### config.mk
export PLATFORM = sky130hd
export DESIGN_NAME = rgbw_spi_master
export DESIGN_NICKNAME = d
export VERILOG_FILES = /design/src/rtl/rgbw_spi_master.sv
export SDC_FILE = /design/constraint.sdc
export NUM_CORES = 1
export LEC_CHECK = 0
export CAP_MARGIN = 30
export CORE_ASPECT_RATIO = 1.1
export CORE_MARGIN = 2
export CORE_UTILIZATION = 45
export CTS_CLUSTER_DIAMETER = 200
export CTS_CLUSTER_SIZE = 25
export DETAILED_ROUTE_END_ITERATION = 8
export PLACE_DENSITY = 0.77
export SYNTH_ARGS = -nofsm -noshare
export SYNTH_HDL_FRONTEND = slang
export SYNTH_SLANG_ARGS = --single-unit
### constraint.sdc
create_clock -name clk -period 2.6 [get_ports clk]
set_input_delay 0.52 -clock clk [delete_from_list [all_inputs] [get_ports clk]]
set_output_delay 0.52 -clock clk [all_outputs]
set_load 0.02 [all_outputs]
### src/rtl/rgbw_spi_master.sv
// rgbw_spi_master: sends one seven-byte RGBW lamp command frame over mode-0 SPI.
module rgbw_spi_master #(
    parameter int SCK_HALF = 4,
    parameter int CS_SETUP = 2,
    parameter int BYTE_GAP = 2,
    parameter int CS_IDLE  = 4
) (
    input  logic       clk,
    input  logic       reset,
    input  logic       start,
    input  logic [7:0] mode_in,
    input  logic [7:0] colorIdx_in,
    input  logic [7:0] lint_in,
    input  logic [7:0] red_in,
    input  logic [7:0] green_in,
    input  logic [7:0] blue_in,
    input  logic [7:0] white_in,
    output logic       busy,
    output logic       done,
    output logic       sck,
    output logic       mosi,
    output logic       cs
);
    localparam int CW = 16;
    typedef enum logic [2:0] {IDLE, SETUP, SHIFT, GAP, HOLD, GUARD} state_t;
    state_t        state_q, state_d;
    logic [CW-1:0] cnt_q, cnt_d, cnt_inc;
    logic [5:0]    bit_q, bit_d;
    logic [55:0]   sr_q, sr_d;
    logic          cs_q, cs_d, sck_q, sck_d, mosi_q, mosi_d, busy_q, busy_d, done_q, done_d;
    logic          half_end, setup_end, gap_end, idle_end;
    assign cnt_inc   = cnt_q + 1'b1;
    assign half_end  = cnt_q == CW'(SCK_HALF - 1);
    assign setup_end = cnt_q == CW'(CS_SETUP - 1);
    assign gap_end   = cnt_q == CW'(BYTE_GAP - 1);
    assign idle_end  = cnt_q == CW'(CS_IDLE - 1);
    always_comb begin
        state_d = state_q;
        cnt_d   = cnt_inc;
        bit_d   = bit_q;
        sr_d    = sr_q;
        cs_d    = cs_q;
        sck_d   = sck_q;
        mosi_d  = mosi_q;
        busy_d  = busy_q;
        done_d  = 1'b0;
        case (state_q)
            IDLE: begin
                cnt_d = '0;
                if (start) begin
                    state_d = SETUP;
                    sr_d    = {mode_in, colorIdx_in, lint_in, red_in, green_in, blue_in, white_in};
                    mosi_d  = mode_in[7];
                    cs_d    = 1'b0;
                    busy_d  = 1'b1;
                    bit_d   = '0;
                end
            end
            SETUP: if (setup_end) begin
                state_d = SHIFT;
                cnt_d   = '0;
            end
            SHIFT: if (half_end) begin
                cnt_d = '0;
                sck_d = !sck_q;
                // A falling sck ends the current bit; the last bit's value is held until cs rises
                if (sck_q) begin
                    bit_d = bit_q + 6'd1;
                    if (bit_q == 6'd55) begin
                        state_d = HOLD;
                    end else begin
                        sr_d   = sr_q << 1;
                        mosi_d = sr_q[54];
                        if (bit_q[2:0] == 3'd7 && BYTE_GAP > 0) state_d = GAP;
                    end
                end
            end
            GAP: if (gap_end) begin
                state_d = SHIFT;
                cnt_d   = '0;
            end
            HOLD: if (setup_end) begin
                state_d = GUARD;
                cnt_d   = '0;
                cs_d    = 1'b1;
                mosi_d  = 1'b0;
                done_d  = 1'b1;
            end
            GUARD: if (idle_end) begin
                state_d = IDLE;
                cnt_d   = '0;
                busy_d  = 1'b0;
            end
            default: state_d = IDLE;
        endcase
    end
    always_ff @(posedge clk or negedge reset) begin
        if (!reset) begin
            state_q <= IDLE;
            cnt_q   <= '0;
            bit_q   <= '0;
            sr_q    <= '0;
            cs_q    <= 1'b1;
            sck_q   <= 1'b0;
            mosi_q  <= 1'b0;
            busy_q  <= 1'b0;
            done_q  <= 1'b0;
        end else begin
            state_q <= state_d;
            cnt_q   <= cnt_d;
            bit_q   <= bit_d;
            sr_q    <= sr_d;
            cs_q    <= cs_d;
            sck_q   <= sck_d;
            mosi_q  <= mosi_d;
            busy_q  <= busy_d;
            done_q  <= done_d;
        end
    end
    assign busy = busy_q;
    assign done = done_q;
    assign sck  = sck_q;
    assign mosi = mosi_q;
    assign cs   = cs_q;
endmodule

==> results_dict.tcl <==
set metrics [dict create \
    status "finished clean" \
    die_w_um 96.36 \
    avgSynthCellArea_um2 10.18 \
    max_slew.worst_pin.slew_ns 0.5821 \
    fin_crit_sh_pct 84.27 \
    fmax_mhz 456.4 \
    end_kind "register" \
    drc 0 \
    final_layout_size_suffix_gt1_share_pct 9.916 \
    io_pins 64 \
    routed_via_density 5.269 \
    switching_power_mw 1.404 \
    cts_max_level 3 \
    yosys_register_bits 85 \
    power_density_mw_per_mm2 824.7 \
    synth_top_area_share_pct 49.78 \
    finalHoldViolCount 0 \
    crit_arrival_ns 2.48 \
    dr.pass1.iters 5 \
    max_cap_viol_count 0 \
    setup_viol 0 \
    dieArea_mm2 0.01018 \
    share_seq_of_total_power_pct 50.0 \
    ys_seq_area_share_pct 50.40 \
    clock-sinks 85 \
    grt_max_degree 110 \
    insertion_delay_ns 0.36 \
    synth_top_cell_by_area "dfrtp_1" \
    synth-warning-count 0 \
    tns_ns 0 \
    final_cell_area_mm2 0.005137 \
    post_cts_buffers 0 \
    syn2layout_area_growth_pct 21.66 \
    start_kind "register" \
    io_buffers 63 \
    finClkSkew_ns 0.01256 \
    fin_ws_ns 0.4089 \
    core_area_mm2 0.009259 \
    synth_cell_type_count 50 \
    cts_tree "built" \
    routed_wl_mm 8.265 \
    clockRootBuffer "clkbuf_8" \
    rsz0062_at_grt "false" \
    nets 533 \
    dp.final_hpwl_mm 5.613 \
    combPwrFrac_pct 28.4 \
    rows 37 \
    crit_fanout 8 \
    clk_pin_slew_ns 0.08 \
    hold_buffers 0 \
    synth_nets 478 \
    antenna_found_initial 0 \
    post_dp_cell_area_mm2 0.004950 \
    leakagePower_nw 2.581 \
    drt_iter0_drc 181 \
    grt_first_pass_wirelength_mm 14.08 \
    cts_buffers 9 \
    peakVddDrop_v 0.0003818 \
    required_ns 2.89 \
    async_reset_ff_share_pct 100.0 \
    power.internal_mw 2.833 \
    clockBufferDepth 2 \
    routabilityCongestion 0.8019 \
    final_common_cell "dfrtp_1" \
    slew_viol_final 0 \
    hold_class "primary input to asynchronous set/reset pin" \
    synth_flop_cell "dfrtp_1" \
    syn_area_mm2 0.004223 \
    first_global_vias 3152 \
    pre_cts_ws_ns 0.3705 \
    gr-total-overflow 0 \
    pwr-share-clk_pct 21.6 \
    antenna_left 0 \
    crit_type "register to register" \
    switching_share_pct 33.13 \
    slew-limit-headroom_pct 61.19 \
    synth-edff-count 0 \
    num_vias 3114 \
    n_antenna_cell 0 \
    grt.total_usage_pct 17.53 \
    mostFrequentLayoutCells "dfrtp_1, nand2_1, clkdlybuf4s50_1" \
    yosys-top-cells-area "dfrtp_1, mux2i_1, o21ai_0" \
    die_h_um 105.6 \
    wl_per_cell_um 13.98 \
    cts_resized 0 \
    layout_min_cycle_time_ns 2.191 \
    syn_inst 415 \
    initial_core_util_pct 45.61 \
]
-- cell type report --
class / instances / area [um2]
clock buffers: 10 / 127.6
clock inverters: 5 / 60.06
fillers: 820 / 4121
inverters: 3 / 11.26
multi-input cells: 302 / 1966
flip-flops and latches: 85 / 2128
well taps: 117 / 146.4
repair buffers: 69 / 698.2
-- critical path, cell delays in order, from the launching register on --
cell     delay, ns
dfrtp_1       0.40
ha_1          0.25
nor3b_1       0.26
and4_1        0.47
nand3_2       0.14
or4_1         0.51
nand3_1       0.10
-- power by group through the flow --
stage	clock (mW)	combinational, mW	sequential, mW
6_report	0.916	1.20	2.12
2_1_floorplan	0	0.897	2.07
5_1_grt	0.995	1.40	2.19
3_5_place_dp	0	1.23	2.14
3_3_place_gp	0	1.15	2.12
4_1_cts	0.937	1.22	2.12
-- stage by stage --
| step | util (%) | total power [mW] | hold slack [ns] | std cells |
|---|---|---|---|---|
| floorplan | - | 2.964 | 0.2244 | 415 |
| global placement | 53.46 | 3.270 | 0.4609 | 576 |
| detailed placement | 53.46 | 3.365 | 0.4700 | 576 |
| CTS | 55.49 | 4.281 | 0.1223 | 591 |
| global route | 55.49 | 4.578 | 0.1388 | 591 |
| finish | 55.49 | 4.237 | 0.1228 | 591 |
-- registers in the layout, indices dropped and copies added (netlist names), 3 cells and up --
| signal | cells |
|---|---|
| cnt_q | 16 |
| state_q | 3 |
| sr_q | 55 |
| bit_q | 6 |
-- cells in the mapped netlist (all sizes together) (3+ instances only) --
cell / number
dfrtp: 84
nand2: 66
o21ai: 61
mux2i: 54
nor2: 30
clkbuf: 14
buf: 11
nand3: 10
xnor2: 10
xor2: 7
and3: 6
nand4: 6
a21oi: 5
ha: 4
nand2b: 4
nor4: 4
and4: 3
inv: 3
nor3: 3
-- routing by layer --
layer  GRT usage, %  part of all wire [%]  vias to the layer above  wire length (um)
li1               -                     -                     1548                 -
met1          22.52                    46                     1502              3777
met2          28.67                    49                       55              4029
met3          3.860                   3.9                        9               323
met4          6.640                   1.6                        0               134
met5              0                     0                        -                 0
-- final timing paths --
path | from | end | slack, ns | cells past startpoint
setup / recovery | cnt_q[0] | bit_q[3] | 0.41 | 6
max in group asynchronous | reset | cs | 1.83 | 2
hold reg to reg | sr_q[8] | sr_q[8] | 0.48 | 2
hold / removal | reset | cnt_q[4] | 0.12 | 1
setup reg to reg | cnt_q[0] | bit_q[3] | 0.41 | 6
min in group clk | sr_q[8] | sr_q[8] | 0.48 | 2
-- logic make-up (layout without fill, tap and decap cells) --
kind of cell | count (synthesis) | count (layout) | synth area share, %
simple gates | 140 | 140 | 16.18
compound gates | 85 | 85 | 12.15
flops | 85 | 85 | 50.40
mux | 56 | 56 | 13.33
buf+inv | 28 | 87 | 3.229
xor+xnor | 17 | 17 | 3.526
fa+ha+maj | 4 | 4 | 1.185
Note: power is estimated with default switching activity, not from simulation.
